==> src/rtl/vram_text_writer_pkg.sv <==
// Shared definitions for the text-mode VRAM writer and the LCD scanout.
// Screen geometry defaults, control codes, blank fill code, writer state type.
package vram_text_writer_pkg;
  localparam int COLS    = 60;   // 480 px / 8
  localparam int ROWS    = 17;   // 272 px / 16
  localparam int VRAM_AW = 10;
  localparam int COL_W   = 6;
  localparam int ROW_W   = 5;

  localparam logic [7:0] BLANK = 8'h20;
  localparam logic [7:0] CH_BS = 8'h08;
  localparam logic [7:0] CH_LF = 8'h0A;
  localparam logic [7:0] CH_FF = 8'h0C;
  localparam logic [7:0] CH_CR = 8'h0D;

  typedef enum logic [2:0] {IDLE, PUT, SCR_RD, SCR_WR, FILL} wr_state_t;
endpackage

==> src/rtl/vram_text_writer_if.sv <==
// Bus bundle of the VRAM text writer: CPU byte stream (valid/ready), VRAM
// port A (address, write data, write enable, read data) and status outputs
// (cursor position, busy). slave = writer block, master = its environment.
interface vram_text_writer_if
  import vram_text_writer_pkg::*;
#(parameter int AW = VRAM_AW);
  logic             char_valid;
  logic [7:0]       char_data;
  logic             char_ready;
  logic [AW-1:0]    v_ada;
  logic [7:0]       v_dina;
  logic             v_wea;
  logic [7:0]       v_douta;
  logic [COL_W-1:0] cursor_col;
  logic [ROW_W-1:0] cursor_row;
  logic             busy;

  modport slave (
    input  char_valid, char_data, v_douta,
    output char_ready, v_ada, v_dina, v_wea, cursor_col, cursor_row, busy
  );
  modport master (
    output char_valid, char_data, v_douta,
    input  char_ready, v_ada, v_dina, v_wea, cursor_col, cursor_row, busy
  );
endinterface

==> src/rtl/vram_text_writer_block_mover.sv <==
// vram_block_mover: copy-or-fill engine over VRAM port A.
// Ports: clk/rst; i_start loads i_src/i_dst/i_len and i_fill (1 = fill with
// FILL_CODE, 0 = copy src->dst); i_rdata is port A read data (1-cycle latency).
// o_ada/o_dina/o_wea drive port A; o_done is high during the final write.
// Copy takes 2 cycles per cell (read, then write), fill 1 cycle per cell.
// A start during the final write reloads, so two jobs can run back to back.
module vram_block_mover
  import vram_text_writer_pkg::*;
#(
  parameter int         AW        = VRAM_AW,
  parameter logic [7:0] FILL_CODE = BLANK
) (
  input  logic          clk,
  input  logic          rst,
  input  logic          i_start,
  input  logic          i_fill,
  input  logic [AW-1:0] i_src,
  input  logic [AW-1:0] i_dst,
  input  logic [AW-1:0] i_len,
  input  logic [7:0]    i_rdata,
  output logic [AW-1:0] o_ada,
  output logic [7:0]    o_dina,
  output logic          o_wea,
  output logic          o_done
);
  logic          r_act, r_fill, r_wr;
  logic [AW-1:0] r_src, r_dst, r_rem;
  logic          w_rd, w_wr;

  assign w_rd   = r_act & ~r_fill & ~r_wr;
  assign w_wr   = r_act & (r_fill | r_wr);
  assign o_done = w_wr & (r_rem == AW'(1));
  assign o_wea  = w_wr;
  assign o_ada  = w_rd ? r_src : (w_wr ? r_dst : '0);
  assign o_dina = ~w_wr ? 8'h00 : (r_fill ? FILL_CODE : i_rdata);

  always_ff @(posedge clk) begin
    if (rst) begin
      r_act  <= 1'b0;
      r_fill <= 1'b0;
      r_wr   <= 1'b0;
      r_src  <= '0;
      r_dst  <= '0;
      r_rem  <= '0;
    end else if (i_start) begin
      r_act  <= 1'b1;
      r_fill <= i_fill;
      r_wr   <= 1'b0;
      r_src  <= i_src;
      r_dst  <= i_dst;
      r_rem  <= i_len;
    end else if (w_rd) begin
      r_wr <= 1'b1;
    end else if (w_wr) begin
      r_wr  <= 1'b0;
      r_src <= r_src + AW'(1);
      r_dst <= r_dst + AW'(1);
      r_rem <= r_rem - AW'(1);
      if (o_done) r_act <= 1'b0;
    end
  end
endmodule

==> src/rtl/vram_text_writer.sv <==
// vram_text_writer: writer side of the text-mode VRAM.
// Ports: PixelClk (rising edge), RST (sync, active high), bus (slave modport):
// byte stream in (char_valid/char_data/char_ready), VRAM port A out
// (v_ada/v_dina/v_wea, v_douta in), cursor_col/cursor_row, busy.
// Printable bytes are written at the cursor; CR/LF/BS/FF move the cursor or
// clear the screen. Passing the last row scrolls the screen up one row using
// the block mover (copy rows 1..N-1 up, then blank the last row).
module vram_text_writer
  import vram_text_writer_pkg::*;
#(
  parameter int         NCOLS     = COLS,
  parameter int         NROWS     = ROWS,
  parameter int         AW        = VRAM_AW,
  parameter logic [7:0] FILL_CODE = BLANK
) (
  input  logic         PixelClk,
  input  logic         RST,
  vram_text_writer_if.slave bus
);
  localparam logic [AW-1:0]    A_COLS     = AW'(NCOLS);
  localparam logic [AW-1:0]    A_LAST_ROW = AW'((NROWS - 1) * NCOLS);
  localparam logic [AW-1:0]    A_CELLS    = AW'(NCOLS * NROWS);
  localparam logic [COL_W-1:0] C_LAST     = COL_W'(NCOLS - 1);
  localparam logic [ROW_W-1:0] R_LAST     = ROW_W'(NROWS - 1);

  wr_state_t        r_state, w_next;
  logic [7:0]       r_byte;
  logic [COL_W-1:0] r_col;
  logic [ROW_W-1:0] r_row;
  logic             r_clr;      // current FILL is a form feed (cursor homes at end)
  logic             w_hs;
  logic [AW-1:0]    w_put_ada;
  logic             w_mv_start, w_mv_fill, w_mv_wea, w_mv_done;
  logic [AW-1:0]    w_mv_src, w_mv_dst, w_mv_len, w_mv_ada;
  logic [7:0]       w_mv_dina;

  assign w_hs           = (r_state == IDLE) & bus.char_valid;
  assign w_put_ada      = AW'(r_row) * A_COLS + AW'(r_col);
  assign bus.cursor_col = r_col;
  assign bus.cursor_row = r_row;

  vram_block_mover #(.AW(AW), .FILL_CODE(FILL_CODE)) u_mover (
    .clk     (PixelClk),
    .rst     (RST),
    .i_start (w_mv_start),
    .i_fill  (w_mv_fill),
    .i_src   (w_mv_src),
    .i_dst   (w_mv_dst),
    .i_len   (w_mv_len),
    .i_rdata (bus.v_douta),
    .o_ada   (w_mv_ada),
    .o_dina  (w_mv_dina),
    .o_wea   (w_mv_wea),
    .o_done  (w_mv_done)
  );

  always_ff @(posedge PixelClk) begin
    if (RST) r_state <= IDLE;
    else     r_state <= w_next;
  end

  always_comb begin
    w_next = r_state;
    case (r_state)
      IDLE: if (w_hs) begin
        case (bus.char_data)
          CH_CR, CH_BS: w_next = IDLE;
          CH_LF:        w_next = (r_row == R_LAST) ? SCR_RD : IDLE;
          CH_FF:        w_next = FILL;
          default:      w_next = PUT;
        endcase
      end
      PUT:     w_next = (r_col == C_LAST && r_row == R_LAST) ? SCR_RD : IDLE;
      SCR_RD:  w_next = SCR_WR;
      SCR_WR:  w_next = w_mv_done ? FILL : SCR_RD;
      FILL:    if (w_mv_done) w_next = IDLE;
      default: w_next = IDLE;
    endcase
  end

  // The mover is kicked on the same edge that enters SCR_RD/FILL so its
  // read/write phases line up with the state register cycle for cycle.
  always_comb begin
    bus.char_ready = 1'b0;
    bus.busy       = 1'b0;
    bus.v_ada      = '0;
    bus.v_dina     = 8'h00;
    bus.v_wea      = 1'b0;
    w_mv_start     = 1'b0;
    w_mv_fill      = 1'b0;
    w_mv_src       = '0;
    w_mv_dst       = '0;
    w_mv_len       = '0;
    case (r_state)
      IDLE: bus.char_ready = 1'b1;
      PUT: begin
        bus.v_ada  = w_put_ada;
        bus.v_dina = r_byte;
        bus.v_wea  = 1'b1;
      end
      SCR_RD, SCR_WR, FILL: begin
        bus.busy   = 1'b1;
        bus.v_ada  = w_mv_ada;
        bus.v_dina = w_mv_dina;
        bus.v_wea  = w_mv_wea;
      end
      default: ;
    endcase
    if ((r_state == IDLE || r_state == PUT) && w_next == SCR_RD) begin
      w_mv_start = 1'b1;
      w_mv_src   = A_COLS;
      w_mv_len   = A_LAST_ROW;         // rows 1..N-1 move up one row
    end else if (r_state != FILL && w_next == FILL) begin
      w_mv_start = 1'b1;
      w_mv_fill  = 1'b1;
      w_mv_dst   = (r_state == SCR_WR) ? A_LAST_ROW : '0;
      w_mv_len   = (r_state == SCR_WR) ? A_COLS : A_CELLS;
    end
  end

  always_ff @(posedge PixelClk) begin
    if (RST) begin
      r_byte <= 8'h00;
      r_col  <= '0;
      r_row  <= '0;
      r_clr  <= 1'b0;
    end else begin
      case (r_state)
        IDLE: if (w_hs) begin
          r_byte <= bus.char_data;
          case (bus.char_data)
            CH_CR: r_col <= '0;
            CH_BS: if (r_col != '0) r_col <= r_col - COL_W'(1);
            CH_LF: begin
              r_col <= '0;
              if (r_row != R_LAST) r_row <= r_row + ROW_W'(1);
            end
            CH_FF: r_clr <= 1'b1;
            default: ;
          endcase
        end
        PUT: begin
          if (r_col == C_LAST) begin
            r_col <= '0;
            if (r_row != R_LAST) r_row <= r_row + ROW_W'(1);
          end else begin
            r_col <= r_col + COL_W'(1);
          end
        end
        FILL: if (w_mv_done && r_clr) begin
          r_col <= '0;
          r_row <= '0;
          r_clr <= 1'b0;
        end
        default: ;
      endcase
    end
  end
endmodule
==> src/flat_wrapper.sv <==
// flat-port wrapper written by rule: the top's interface ports become plain ports
module vram_text_writer_flat import vram_text_writer_pkg::*;
#(
  parameter int         NCOLS     = COLS,
  parameter int         NROWS     = ROWS,
  parameter int         AW        = VRAM_AW,
  parameter logic [7:0] FILL_CODE = BLANK
)
  (PixelClk, RST, bus_char_valid, bus_char_data, bus_v_douta, bus_char_ready, bus_v_ada, bus_v_dina, bus_v_wea, bus_cursor_col, bus_cursor_row, bus_busy);
  vram_text_writer_if #(.AW(AW)) bus_i ();
  input  logic PixelClk;
  input  logic RST;
  input wire logic [$bits(bus_i.char_valid)-1:0] bus_char_valid;
  input wire logic [$bits(bus_i.char_data)-1:0] bus_char_data;
  input wire logic [$bits(bus_i.v_douta)-1:0] bus_v_douta;
  output wire logic [$bits(bus_i.char_ready)-1:0] bus_char_ready;
  output wire logic [$bits(bus_i.v_ada)-1:0] bus_v_ada;
  output wire logic [$bits(bus_i.v_dina)-1:0] bus_v_dina;
  output wire logic [$bits(bus_i.v_wea)-1:0] bus_v_wea;
  output wire logic [$bits(bus_i.cursor_col)-1:0] bus_cursor_col;
  output wire logic [$bits(bus_i.cursor_row)-1:0] bus_cursor_row;
  output wire logic [$bits(bus_i.busy)-1:0] bus_busy;
  assign bus_i.char_valid = bus_char_valid;
  assign bus_i.char_data = bus_char_data;
  assign bus_i.v_douta = bus_v_douta;
  assign bus_char_ready = bus_i.char_ready;
  assign bus_v_ada = bus_i.v_ada;
  assign bus_v_dina = bus_i.v_dina;
  assign bus_v_wea = bus_i.v_wea;
  assign bus_cursor_col = bus_i.cursor_col;
  assign bus_cursor_row = bus_i.cursor_row;
  assign bus_busy = bus_i.busy;
  vram_text_writer #(.NCOLS(NCOLS), .NROWS(NROWS), .AW(AW), .FILL_CODE(FILL_CODE)) u_core (.PixelClk(PixelClk), .RST(RST), .bus(bus_i));
endmodule
==> config.mk <==
export PLATFORM = sky130hd
export DESIGN_NAME = vram_text_writer_flat
export DESIGN_NICKNAME = d
export VERILOG_FILES = /design/src/rtl/vram_text_writer_pkg.sv /design/src/rtl/vram_text_writer_if.sv /design/src/rtl/vram_text_writer_block_mover.sv /design/src/rtl/vram_text_writer.sv /design/src/flat_wrapper.sv
export SDC_FILE = /design/constraint.sdc
export NUM_CORES = 1
export LEC_CHECK = 0
export BUFFER_PORTS_ARGS = -buffer_cell sky130_fd_sc_hd__buf_2
export CAP_MARGIN = 20
export CORE_MARGIN = 10
export CORE_UTILIZATION = 40
export CTS_CLUSTER_DIAMETER = 30
export DETAILED_ROUTE_END_ITERATION = 10
export GPL_TIMING_DRIVEN = 1
export PLACE_DENSITY = 0.66
export SYNTH_ARGS = -nofsm -noshare
export SYNTH_HDL_FRONTEND = slang
export SYNTH_SLANG_ARGS = --single-unit
export TNS_END_PERCENT = 50
==> constraint.sdc <==
create_clock -name PixelClk -period 5.2 [get_ports PixelClk]
set_clock_uncertainty 0.15 [all_clocks]
set_input_delay 0.78 -clock PixelClk [delete_from_list [all_inputs] [get_ports PixelClk]]
set_output_delay 0.78 -clock PixelClk [all_outputs]
set_load 0.02 [all_outputs]
==> out/qor.csv, run 1 <==
stage,metric,value,unit
outcome,status,"complete, no violations",
power_and_ir_drop,Switch Pwr,221,uW
floorplan,initial core utilization,40.6,%
cells_and_area,Area Growth Syn to Fin,12.0,%
clocking,cts hold-fix bufs,0,
power_and_ir_drop,Sw Ratio,25.4,%
sta,Period minus WS final,4.77,ns
sta,Final setup viols,0,
cells_and_area,post-route cell area,0.00440,mm2
synth,Post-synth EDFFs,0,
synth,dominant cell type by area after synthesis,dfxtp_1,
drt,metal2 WL,4970,um
power_and_ir_drop,Total Power,872,uW
sta,"Hold Vio Cnt, Final",0,
synth,XOR/XNOR Fraction of Synth Area,6.91,%
placed_design,Port Buffers,50,
floorplan,Core Box Area,0.00968,mm2
synth,commonest cells in the synthesized netlist,"nand2_1 (58), dfxtp_1 (56), nor2_1 (54)",
drt,"antenna viol nets, final",0,
hold_path,WHS Endpoint,u_core.r_byte[6],
synth,"flops & latches, synth",56,
synth,Gate Count Post-Synth,488,
synth,Synth async-reset ratio,0,%
setup_path,Crit path arrival time,3.84,ns
drt,met3 wire len,349,um
synth,Most used DFF post-synth,dfxtp_1,
grt,grt ovf,0,
synth,Mapped Area,0.00393,mm2
cells_and_area,Final nets,580,
power_and_ir_drop,VDD IR max,0.112,mV
placed_design,Final Wtd Congestion,0.828,
flow_run,Max-cap violations,0,
grt,Total GRT Usage,14.0,%
sta,RSZ-0062 raised after global routing,no,
grt,pin count of the biggest net entering global routing,30,
synth,warnings from Yosys,0,
setup_path,CP Class,flip-flop to output port,
drt,drt wl/cell,15.3,um
setup_path,flop-to-flop setup slack,2.34,ns
grt,antenna violations before repair,0,
floorplan,Die W,119,um
setup_path,Worst EP required,4.27,ns
drt,drt pass-1 iters,5,
power_and_ir_drop,Power Density,198,mW/mm2
floorplan,Die H,119,um
synth,main combinational cell family by area after synthesis,simple AND/OR/NAND/NOR gates,
synth,"Seq/Total Area, Yosys",28.5,%
clocking,# Post-CTS Setup Buffers,0,
clocking,CTS Sinks,56,
synth,synth top area cells,"dfxtp_1 (29%), ha_1 (8.0%), a21oi_1 (5.7%)",
power_and_ir_drop,Comb pwr share,13.0,%
setup_path,CP Max Fanout,8,
clocking,htree depth,2,
synth,post-synth cell types,70,
clocking,CTS root buffer,clkbuf_8,
power_and_ir_drop,Int Pwr,651,uW
sta,final slew viol count,0,
sta,Hold WS,0.316,ns
floorplan,num rows,36,
synth,mux cell area share after synthesis,0.541,%
cells_and_area,diode count,0,
hold_path,hold_sp,u_core.r_byte[6],
hold_path,Hold Crit Depth,2,
setup_path,reg2reg path depth,7,
sta,post-route setup TNS,0,ns
drt,vias,3691,
sta,Worst Max-Slew Pin Slew,0.838,ns
drt,drt initial violations,349,
synth,Synth top area share,28.5,%
drt,top layer in use,met4,
placed_design,Post-DP HPWL,7770,um
grt,vias in the first global route,3576,
clocking,post_cts resized,0,
clocking,clock slew at the register clock pins of the worst setup and hold paths,0.10,ns
synth,Synth Area in Compound Gates,22.1,%
synth,Synth Area in Simple Gates,24.6,%
setup_path,reg2reg end,u_core.u_mover.r_dst[8],
clocking,CTS tree,done,
setup_path,CP endpoint kind,output port,
sta,worst setup margin,0.431,ns
sta,period utilisation layout,91.7,%
power_and_ir_drop,clock power share,35.3,%
clocking,Skew-Pair Late Insertion Delay,0.31,ns
drt,vias per inst,5.58,
floorplan,I/O Pins,51,
sta,worst relative slew slack,44.2,%
synth,Synth Net Count,540,
cells_and_area,share of layout cells above drive strength 1,15.9,%
clocking,CTS Buf Count,5,
hold_path,worst hold path type,flip-flop to flip-flop,
drt,DRC,0,
setup_path,R2R Path Start,u_core.bus.cursor_col[1],
sta,fmax,0.210,GHz
placed_design,pre-CTS setup slack,0.777,ns
synth,"count leader, synth",nand2_1,
synth,Syn Area/Cell,8.05,um2
grt,first-pass GRT wire length,17200,um
synth,adder-cell share of the synthesized area,12.0,%
cells_and_area,fill cell count,972,
floorplan,die area,0.0142,mm2
cells_and_area,area of the multi-input gates,0.00261,mm2
power_and_ir_drop,sequential share of power,51.6,%
cells_and_area,FF+latch area,0.00112,mm2
setup_path,Critical Path Source Type,flip-flop,
drt,wire length on met1,4620,um
power_and_ir_drop,leak pwr,1.90,nW
clocking,Max clock buf depth,2,
drt,drt total wl,10100,um
placed_design,placement-stage cell area,0.00427,mm2
power groups by stage:
stage               Sequential, mW  Clock, mW  Combinational, mW
CTS                          0.450      0.319              0.114
finish                       0.451      0.308              0.114
global route                 0.452      0.338              0.127
floorplan                    0.457          0             0.0804
global placement             0.460          0              0.112
detailed placement           0.460          0              0.113
per-layer routing:
layer | vias to the layer above | global-route usage [%]
li1 | 1819 | -
met1 | 1759 | 17.8
met2 | 100 | 24.0
met3 | 13 | 1.89
met4 | 0 | 4.20
met5 | - | 0
how the worst max path moves through the flow:
stage	start	end	slack (ns)	cells past startpoint
6_report	u_core.bus.cursor_row[2]	bus_v_ada[9]	0.43	12
2_1_floorplan	u_core.bus.cursor_row[2]	bus_v_ada[9]	0.69	11
3_3_place_gp	u_core.bus.cursor_row[2]	bus_v_ada[9]	0.87	12
5_1_grt	u_core.bus.cursor_row[2]	bus_v_ada[9]	0.25	12
4_1_cts	u_core.bus.cursor_row[2]	bus_v_ada[9]	0.41	12
3_5_place_dp	u_core.bus.cursor_row[2]	bus_v_ada[9]	0.78	12
cells by family (layout without fill, tap and decap cells):
kind of cell    Yosys count  after routing
compound gates          129            129
xor+xnor                 31             31
flops                    56             56
buf+inv                  47             88
simple gates            190            190
mux                       2              2
fa+ha+maj                33             33
flip-flops by register name, indices dropped and copies added (netlist names):
name / cells
u_core.u_mover.r_dst: 10
u_core.u_mover.r_rem: 10
u_core.u_mover.r_src: 10
u_core.r_byte: 8
u_core.bus.cursor_col: 6
u_core.bus.cursor_row: 5
u_core.r_state: 3
u_core.r_clr: 1
u_core.u_mover.r_act: 1
u_core.u_mover.r_fill: 1
u_core.u_mover.r_wr: 1
final cells by class:
| cell class | instances | share of cell area (%) |
|---|---|---|
| clock buffers | 7 | 2.19 |
| clock inverters | 1 | 0.682 |
| inverters | 26 | 2.22 |
| multi-input cells | 385 | 59.3 |
| flip-flops and latches | 56 | 25.5 |
| well taps | 133 | 3.78 |
| repair buffers | 54 | 6.37 |
critical path: stages (launching register included):
cell and delay, ns:
dfxtp_1 0.58, fa_1 0.53, fa_1 0.53, inv_1 0.06, fa_1 0.48, inv_1 0.04, ha_1 0.31, a21o_1 0.18
and4b_1 0.21, xnor2_1 0.13, xnor2_1 0.12, o21ai_0 0.15, buf_2 0.20
metrics by stage:
step	util, %	instances
global placement	44.1	654
floorplan	-	488
global route	45.4	662
CTS	45.4	662
detailed placement	44.1	654
finish	45.4	662
placed cells by master, fill, tap and decap left out, drive strengths merged, types with 6 or more instances in the layout:
cell	Yosys	final
a211oi	10	10
dfxtp	56	56
nor2	57	57
a21oi	48	48
and3	12	12
nand3	11	11
a22o	8	8
nand2	58	58
a22oi	6	6
ha	25	25
clkbuf	10	7
inv	26	26
xnor2	20	20
nor3	8	8
o21ai	21	21
nand4	12	12
xor2	11	11
buf	11	54
fa	8	8
No activity file was read; power rests on OpenSTA's default activity.
==> run 2: changes to the inputs <==
--- a/config.mk
+++ b/config.mk
@@ -8,11 +8,11 @@
 export BUFFER_PORTS_ARGS = -buffer_cell sky130_fd_sc_hd__buf_2
 export CAP_MARGIN = 20
 export CORE_MARGIN = 10
-export CORE_UTILIZATION = 40
+export CORE_UTILIZATION = 59
 export CTS_CLUSTER_DIAMETER = 30
 export DETAILED_ROUTE_END_ITERATION = 10
 export GPL_TIMING_DRIVEN = 1
-export PLACE_DENSITY = 0.66
+export PLACE_DENSITY = 0.88
 export SYNTH_ARGS = -nofsm -noshare
 export SYNTH_HDL_FRONTEND = slang
 export SYNTH_SLANG_ARGS = --single-unit
==> run 2 against run 1 <==
Maximum frequency is 0.39% higher. Critical path depth did not move. Register-to-register slack lost 0.44 ns. Hold slack better by 0.0021 ns. Count of clock-buffer cells in the layout is 2 lower. Die area fell by 27%. Sequential share of layout area is 0.74 points higher. Critical path type unchanged. Highest routed layer unchanged.
==> out/qor.csv, run 2 (synthesized netlist as in run 1, its figures left out) <==
stage,metric,value,unit,change
sta,Final setup viols,0,,unchanged
setup_path,Crit path largest cell delay,0.56,ns,-0.02 ns
setup_path,Critical Path Source Type,flip-flop,,
grt,antenna violations before repair,0,,unchanged
grt,grt ovf,0,,unchanged
cells_and_area,"commonest non-fill, non-tap cell in the layout",nand2_1,,
clocking,post_cts resized,0,,unchanged
clocking,htree depth,2,,unchanged
power_and_ir_drop,leak pwr,1.87,nW,-1.6%
placed_design,Final Wtd Congestion,0.885,,+6.9%
grt,vias in the first global route,3679,,+2.9%
cells_and_area,biggest regs,"u_core.u_mover.r_dst x10, u_core.u_mover.r_rem x10, u_core.u_mover.r_src x10",,
setup_path,CP Max Fanout,8,,unchanged
setup_path,CP Class,flip-flop to output port,,
floorplan,I/O Pins,51,,unchanged
clocking,Max clock buf depth,2,,unchanged
drt,drt initial violations,295,,-15%
sta,Period minus WS final,4.75,ns,-0.0185 ns
drt,DRC,0,,unchanged
floorplan,die area,0.0103,mm2,-27%
cells_and_area,Area Growth Syn to Fin,8.82,%,
sta,fmax,0.211,GHz,+0.39%
cells_and_area,final core occ,66.6,%,+21 points
floorplan,Die H,102,um,-15%
outcome,status,"complete, no violations",,
clocking,# Post-CTS Setup Buffers,0,,unchanged
setup_path,Worst EP required,4.27,ns,about the same
setup_path,"delay-heaviest family, CP",adder cells,,
clocking,Skew-Pair Late Insertion Delay,0.32,ns,about the same
cells_and_area,post-route cell area,0.00428,mm2,-2.8%
power_and_ir_drop,Power Density,190,mW/mm2,-3.9%
setup_path,Crit path buffers/inverters,3,,unchanged
placed_design,placement-stage cell area,0.00419,mm2,-2.0%
drt,vias per inst,6.25,,+12%
grt,Total GRT Usage,19.5,%,+5.5 points
placed_design,Port Buffers,50,,unchanged
cells_and_area,Final nets,578,,-0.34%
grt,pin count of the biggest net entering global routing,30,,unchanged
setup_path,slowest CP cell,dfxtp_1,,
cells_and_area,diode count,0,,unchanged
sta,final slew viol count,0,,unchanged
cells_and_area,share of layout cells above drive strength 1,15.6,%,-0.32 points
clocking,CTS tree,done,,
placed_design,Post-DP HPWL,7620,um,-2.0%
sta,post-route setup TNS,0,ns,unchanged
drt,drt pass-1 iters,7,,+2
sta,Worst Max-Slew Pin Slew,1.01,ns,+0.171 ns
clocking,clock slew at the register clock pins of the worst setup and hold paths,0.11,ns,about the same
setup_path,CP endpoint kind,output port,,
flow_run,Max-cap violations,0,,unchanged
clocking,CTS root buffer,clkbuf_8,,
floorplan,Die W,102,um,-15%
setup_path,Crit path arrival time,3.82,ns,-0.02 ns
setup_path,CP most frequent cell,fa_1,,
floorplan,Core Box Area,0.00642,mm2,-34%
floorplan,num rows,29,,-19%
sta,RSZ-0062 raised after global routing,no,,
clocking,cts hold-fix bufs,0,,unchanged
drt,drt total wl,10200,um,+0.75%
setup_path,worst path cell trace,"fa_1, fa_1, inv_1, fa_1, inv_1, ha_1, a21o_1, and4b_1, xnor2_1, xnor2_1, o21ai_0, buf_2",,
cells_and_area,most frequent cells in the layout,"nand2_1 (58), dfxtp_1 (56), nor2_1 (54)",,
sta,"Hold Vio Cnt, Final",0,,unchanged
grt,first-pass GRT wire length,16900,um,-1.8%
drt,vias,3778,,+2.4%
sta,worst relative slew slack,32.5,%,-12 points
power_and_ir_drop,VDD IR max,0.114,mV,+2.0%
drt,"antenna viol nets, final",0,,unchanged
sta,period utilisation layout,91.3,%,-0.35 points
drt,drt wl/cell,16.9,um,+10%
clocking,CTS Buf Count,5,,unchanged
floorplan,initial core utilization,61.2,%,+21 points
hold_path,worst hold path type,flip-flop to flip-flop,,
clocking,CTS Sinks,56,,unchanged
run 2: cell count changes in the layout (fill, tap and decap cells not counted), sizes merged:
cell / before / now
buf: 54 / 52
clkinvlp: 0 / 1
inv: 26 / 27
bufinv: 1 / 0
clkinv: 0 / 1
clkbuf: 7 / 5
run 2: path summary, 6_finish.rpt:
check | slack, ns | to | cells after the start | from
setup / recovery | 0.45 | bus_v_ada[9] | 12 | u_core.bus.cursor_row[2]
hold / removal | 0.32 | u_core.r_byte[6] | 2 | u_core.r_byte[6]
setup reg to reg | 1.90 | u_core.u_mover.r_dst[9] | 7 | u_core.r_state[0]
hold reg to reg | 0.32 | u_core.r_byte[6] | 2 | u_core.r_byte[6]
run 2: cell type report:
cell class,instances,area [um2]
Clock buffer,5,68.8
Clock inverter,3,21.3
Fill cell,522,2150
Inverter,26,97.6
Multi-Input combinational cell,385,2610
Sequential cell,56,1120
Tap cell,77,96.3
Timing Repair Buffer,52,263
run 2: per-stage QoR:
step / cells / setup WS (ns) / hold slack (ns) / power, mW
after floorplan: 488 / 0.690 / 0.287 / 0.538
after global placement: 595 / 0.892 / 0.295 / 0.568
after detailed placement: 596 / 0.811 / 0.304 / 0.573
after CTS: 604 / 0.445 / 0.319 / 0.815
after global routing: 604 / 0.305 / 0.340 / 0.848
final: 604 / 0.450 / 0.318 / 0.815
run 2: routing by layer:
layer  global-route usage, %  vias to the layer above  share of wire (%)
met5                       0                        -                  0
met4                    6.82                        0                1.6
met3                    2.93                       22                6.3
met2                    33.9                      133                 50
met1                    23.8                     1816                 42
li1                        -                     1807                  -
run 2: power by group:
group	internal, mW	leakage (nW)	switching (mW)	total, mW
registers	0.437	0.453	0.0144	0.451
clock network	0.0961	0.0445	0.153	0.249
logic	0.0437	1.37	0.0711	0.115
total	0.576	1.87	0.238	0.815
run 2: worst register-to-register path: cells and delay by family, from the launching register on:
| kind | cells | cell delay (ns) |
|---|---|---|
| AOI/OAI and AO/OA | 3 | 1.16 |
| DFF | 1 | 0.61 |
| and+or+nand+nor | 4 | 1.28 |
